===== src/rtl/mem_wb_pipe_pkg.sv =====
// Shared Y86 pipeline constants: status codes, NOP icode, default widths.
package mem_wb_pipe_pkg;

  typedef enum logic [2:0] {
    SAOK = 3'd1,
    SHLT = 3'd2,
    SADR = 3'd3,
    SINS = 3'd4
  } stat_e;

  localparam logic [3:0] INOP       = 4'h1;
  localparam int unsigned DATA_W_DEF = 32;
  localparam int unsigned REG_W_DEF  = 4;

endpackage


===== src/rtl/mem_wb_pipe_sat_counter.sv =====
// Saturating up-counter with enable and synchronous active-low clear.
module sat_counter #(
  parameter int unsigned CNT_W = 16
) (
  input  logic             clk_i,
  input  logic             clr_ni,
  input  logic             en_i,
  output logic [CNT_W-1:0] cnt_o
);

  logic [CNT_W-1:0] cnt_q;
  logic [CNT_W-1:0] cnt_d;

  always_comb begin
    cnt_d = cnt_q;
    if (en_i && (cnt_q != '1)) cnt_d = cnt_q + 1'b1;
  end

  always_ff @(posedge clk_i) begin
    if (!clr_ni) cnt_q <= '0;
    else         cnt_q <= cnt_d;
  end

  assign cnt_o = cnt_q;

endmodule


===== src/rtl/mem_wb_pipe.sv =====
// MEM->WB pipeline register with stall/bubble control, halt freeze and retire counter.
module mem_wb_pipe
  import mem_wb_pipe_pkg::*;
#(
  parameter int unsigned DATA_W = DATA_W_DEF,
  parameter int unsigned REG_W  = REG_W_DEF,
  parameter int unsigned NCH    = 2,
  parameter int unsigned CNT_W  = 16
) (
  input  logic                  clk,
  input  logic                  rst,
  input  logic                  m_valid,
  input  logic [2:0]            m_stat,
  input  logic [3:0]            m_icode,
  input  logic [NCH*DATA_W-1:0] m_val,
  input  logic [NCH*REG_W-1:0]  m_dst,
  input  logic                  w_stall,
  input  logic                  w_bubble,
  output logic                  w_valid,
  output logic [2:0]            w_stat,
  output logic [3:0]            w_icode,
  output logic [NCH*DATA_W-1:0] w_val,
  output logic [NCH*REG_W-1:0]  w_dst,
  output logic [NCH-1:0]        w_wen,
  output logic                  halted,
  output logic [CNT_W-1:0]      retire_cnt,
  output logic                  ctrl_err
);

  logic                  valid_q, valid_d;
  logic [2:0]            stat_q, stat_d;
  logic [3:0]            icode_q, icode_d;
  logic [NCH*DATA_W-1:0] val_q, val_d;
  logic [NCH*REG_W-1:0]  dst_q, dst_d;
  logic                  halted_q, halted_d;
  logic                  err_q, err_d;
  logic                  load;

  // Priority: halted freeze > bubble > stall > load.
  assign load = !halted_q && !w_bubble && !w_stall;

  always_comb begin
    valid_d  = valid_q;
    stat_d   = stat_q;
    icode_d  = icode_q;
    val_d    = val_q;
    dst_d    = dst_q;
    halted_d = halted_q;
    err_d    = err_q;
    if (!halted_q) begin
      if (w_stall && w_bubble) err_d = 1'b1;
      if (w_bubble) begin
        valid_d = 1'b0;
        stat_d  = SAOK;
        icode_d = INOP;
        val_d   = '0;
        dst_d   = '1;
      end else if (!w_stall) begin
        valid_d = m_valid;
        stat_d  = m_stat;
        icode_d = m_icode;
        val_d   = m_val;
        dst_d   = m_dst;
        if (m_valid && (m_stat != SAOK)) halted_d = 1'b1;
      end
    end
  end

  always_ff @(posedge clk) begin
    if (!rst) begin
      valid_q  <= 1'b0;
      stat_q   <= SAOK;
      icode_q  <= INOP;
      val_q    <= '0;
      dst_q    <= '1;
      halted_q <= 1'b0;
      err_q    <= 1'b0;
    end else begin
      valid_q  <= valid_d;
      stat_q   <= stat_d;
      icode_q  <= icode_d;
      val_q    <= val_d;
      dst_q    <= dst_d;
      halted_q <= halted_d;
      err_q    <= err_d;
    end
  end

  sat_counter #(.CNT_W(CNT_W)) u_retire_cnt (
    .clk_i  (clk),
    .clr_ni (rst),
    .en_i   (load && m_valid),
    .cnt_o  (retire_cnt)
  );

  for (genvar i = 0; i < NCH; i++) begin : g_wen
    assign w_wen[i] = valid_q && (stat_q == SAOK) && (dst_q[i*REG_W +: REG_W] != '1);
  end

  assign w_valid  = valid_q;
  assign w_stat   = stat_q;
  assign w_icode  = icode_q;
  assign w_val    = val_q;
  assign w_dst    = dst_q;
  assign halted   = halted_q;
  assign ctrl_err = err_q;

endmodule


===== config.mk =====
export PLATFORM = sky130hd
export DESIGN_NAME = mem_wb_pipe
export DESIGN_NICKNAME = d
export VERILOG_FILES = /design/src/rtl/mem_wb_pipe_pkg.sv /design/src/rtl/mem_wb_pipe_sat_counter.sv /design/src/rtl/mem_wb_pipe.sv
export SDC_FILE = /design/constraint.sdc
export NUM_CORES = 1
export LEC_CHECK = 0
export ABC_AREA = 1
export CORE_ASPECT_RATIO = 0.75
export CORE_UTILIZATION = 45
export CTS_BUF_LIST = sky130_fd_sc_hd__clkbuf_4 sky130_fd_sc_hd__clkbuf_8
export CTS_CLUSTER_SIZE = 12
export DETAILED_ROUTE_END_ITERATION = 8
export HOLD_SLACK_MARGIN = 0.15
export PLACE_DENSITY = 0.94
export SLEW_MARGIN = 25
export SYNTH_ARGS = -nofsm -noshare
export SYNTH_HDL_FRONTEND = slang
export SYNTH_SLANG_ARGS = --single-unit

===== constraint.sdc =====
create_clock -name clk -period 4.1 [get_ports clk]
set_input_delay 0.82 -clock clk [delete_from_list [all_inputs] [get_ports clk]]
set_output_delay 0.82 -clock clk [all_outputs]
set_load 0.05 [all_outputs]

==> flow_metrics.env <==
export IMPL_post_cts_buffers=0
export IMPL_gp_congestion=0.895
export IMPL_synth_area_leader_cell="dfxtp_1"
export IMPL_numClockSinks=98
export IMPL_diodes=0
export IMPL_rsz0062_at_grt="no"
export IMPL_min_period_over_period=0.684
export IMPL_yosysTopAreaCellShare=0.514
export IMPL_yosysSeqAreaShare=0.514
export IMPL_grtUsageTotal=0.264
export IMPL_fin_ws_ps=1290
export IMPL_final_antenna_net_count=0
export IMPL_powerDensity_nw_per_um2=333
export IMPL_io_buffers=183
export IMPL_path_class="reg2out"
export IMPL_die_width_um=108
export IMPL_path_clk_slew_ps=80
export IMPL_arrival_ps=1990
export IMPL_ys_seq_elements=98
export IMPL_row_count=28
export IMPL_grt_max_degree=58
export IMPL_viasPerCell=5.37
export IMPL_start_util=0.474
export IMPL_cap_violations=0
export IMPL_async_flop_share=0
export IMPL_hold_ws_ps=462
export IMPL_ys_flop_type="dfxtp_1"
export IMPL_required_ps=3280
export IMPL_period_minus_slack_ps=2810
export IMPL_first_global_vias=3845
export IMPL_crit_fanout=3
export IMPL_drive_gt1_frac=0.0425
export IMPL_p_leak_uw=0.00207
export IMPL_peakVddDrop_v=0.000215
export IMPL_drt_initial_drc_count=238
export IMPL_relSlewSlack=0.501
export IMPL_vias=4224
export IMPL_drtPass1Iterations=5
export IMPL_io_pins=184
export IMPL_synth_area_top_cells="dfxtp_1 (51%), nand2_1 (13%), a21oi_1 (12%)"
export IMPL_cts_made_buffers=9
export IMPL_root_buffer="clkbuf_8"
export IMPL_synthCells=514
export IMPL_critPathLaunchType="flop"
export IMPL_ys_warn_count=0
export IMPL_drv_slew=0
export IMPL_finalSetupTns_ps=0
export IMPL_dpl_worst_slack_ps=1260
export IMPL_dpl_cell_count=772
export IMPL_drc=0
export IMPL_syn_cell_area_um2=3820
export IMPL_synth_avg_cell_area_um2=7.43
export IMPL_synthesis_nets=599
export IMPL_cts_path_max_buffers=2
export IMPL_reg2reg_slack_ps=1960
export IMPL_clock_fmax_ghz=0.356
export IMPL_die_y_um=81.8
export IMPL_cts_resized=0
export IMPL_cts_hold_fix_buffers=0
export IMPL_worstHoldPathType="reg2reg"
export IMPL_routedWlPerCell_um=15.2
export IMPL_synth_edf_count=0
export IMPL_grt_overflow=0
export IMPL_dp_hpwl_um=8480
export IMPL_fin_skew_ps=7.91
export IMPL_setup_violations=0
export IMPL_fin_nets=763
export IMPL_hold_violations=0
export IMPL_htree_levels=3
export IMPL_ys_types=20
export IMPL_finalNonFillerCells=787
export IMPL_critPathCaptureType="output pin"
export IMPL_grt_pass1_wl_um=18100
export IMPL_insertion_delay_ps=360
export IMPL_die_area_um2=8860
export IMPL_syn_to_final_growth_pct=53.7
export IMPL_fp_coreArea_um2=8060
export IMPL_antenna_found_initial=0
export IMPL_worst_pin_slew_ps=746
export IMPL_status="completed"
export IMPL_drt_wl_total_um=12000
export IMPL_cts_tree="done"
## area by class of cell
type,count,area (um2)
clock buffer,12,159
clock inverter,3,15.0
fill,625,2190
inverter,14,52.6
multi-input combinational,367,1670
sequential,98,1960
tap,105,131
timing repair buffer,188,1880
## sequential cells by signal, summed over array words and instances (netlist names)
name,count
ctrl_err,1
halted,1
u_retire_cnt.cnt_o,16
w_dst,8
w_icode,4
w_stat,3
w_val,64
w_valid,1
## cells in the final DEF (no fill, tap or decap), drive strengths merged, types with 2 or more instances in the layout
cell / n
a21oi: 90
a31oi: 3
a41oi: 2
buf: 5
clkbuf: 12
clkdlybuf4s50: 183
clkinv: 3
dfxtp: 98
inv: 14
nand2: 129
nand3: 84
nand4: 7
nor2: 43
nor3: 3
o21ai: 3
## Yosys cell counts (3+ instances only)
library cell / count
nand2_1: 129
dfxtp_1: 98
a21oi_1: 90
nand3_1: 83
nor2_1: 40
clkbuf_1: 32
inv_1: 10
nand4_1: 7
inv_2: 4
a31oi_1: 3
buf_2: 3
nor3_1: 3
o21ai_0: 3
## per-layer routing
metal	part of all wire	vias to the layer above	global-route usage
li1	-	2050	-
met1	0.39	1942	0.302
met2	0.50	210	0.462
met3	0.087	22	0.0897
met4	0.021	0	0.0986
met5	0	-	0
## worst max-delay path: stages (launching register included)
cell and delay, ps:
dfxtp_1 340, nor2_1 130, nand3_1 130, a41oi_1 200, clkdlybuf4s50_1 830
## cells by family (layout without fill, tap and decap cells)
kind of cell,Yosys count,in the layout,share of synthesized area
buffers and inverters,49,217,0.0491
adders and majority gates,1,1,0.00327
DFF,98,98,0.514
and+or+nand+nor,267,267,0.301
AOI/OAI and AO/OA,99,99,0.133
## worst paths after layout
kind / from / to / depth (start not counted)
worst max-delay path: w_stat[2] / w_wen[1] / 4
worst min-delay path: w_icode[0] / w_icode[0] / 2
worst max register to register: u_retire_cnt.cnt_o[1] / u_retire_cnt.cnt_o[15] / 8
worst min register to register: w_icode[0] / w_icode[0] / 2
## stage by stage
stage | util | area, um2 | power (uW)
after detailed placement | 0.707 | 5700 | 1410
final | 0.729 | 5870 | 1960
after CTS | 0.729 | 5870 | 1970
after global placement | 0.707 | 5700 | 1400
after floorplan | - | 3820 | 1230
after global routing | 0.729 | 5870 | 2040
## power by group
part           internal [uW]  switching, uW
clock network            255            314
registers                984           20.5
logic                    155            230
Note: power is estimated with default switching activity, not from simulation.
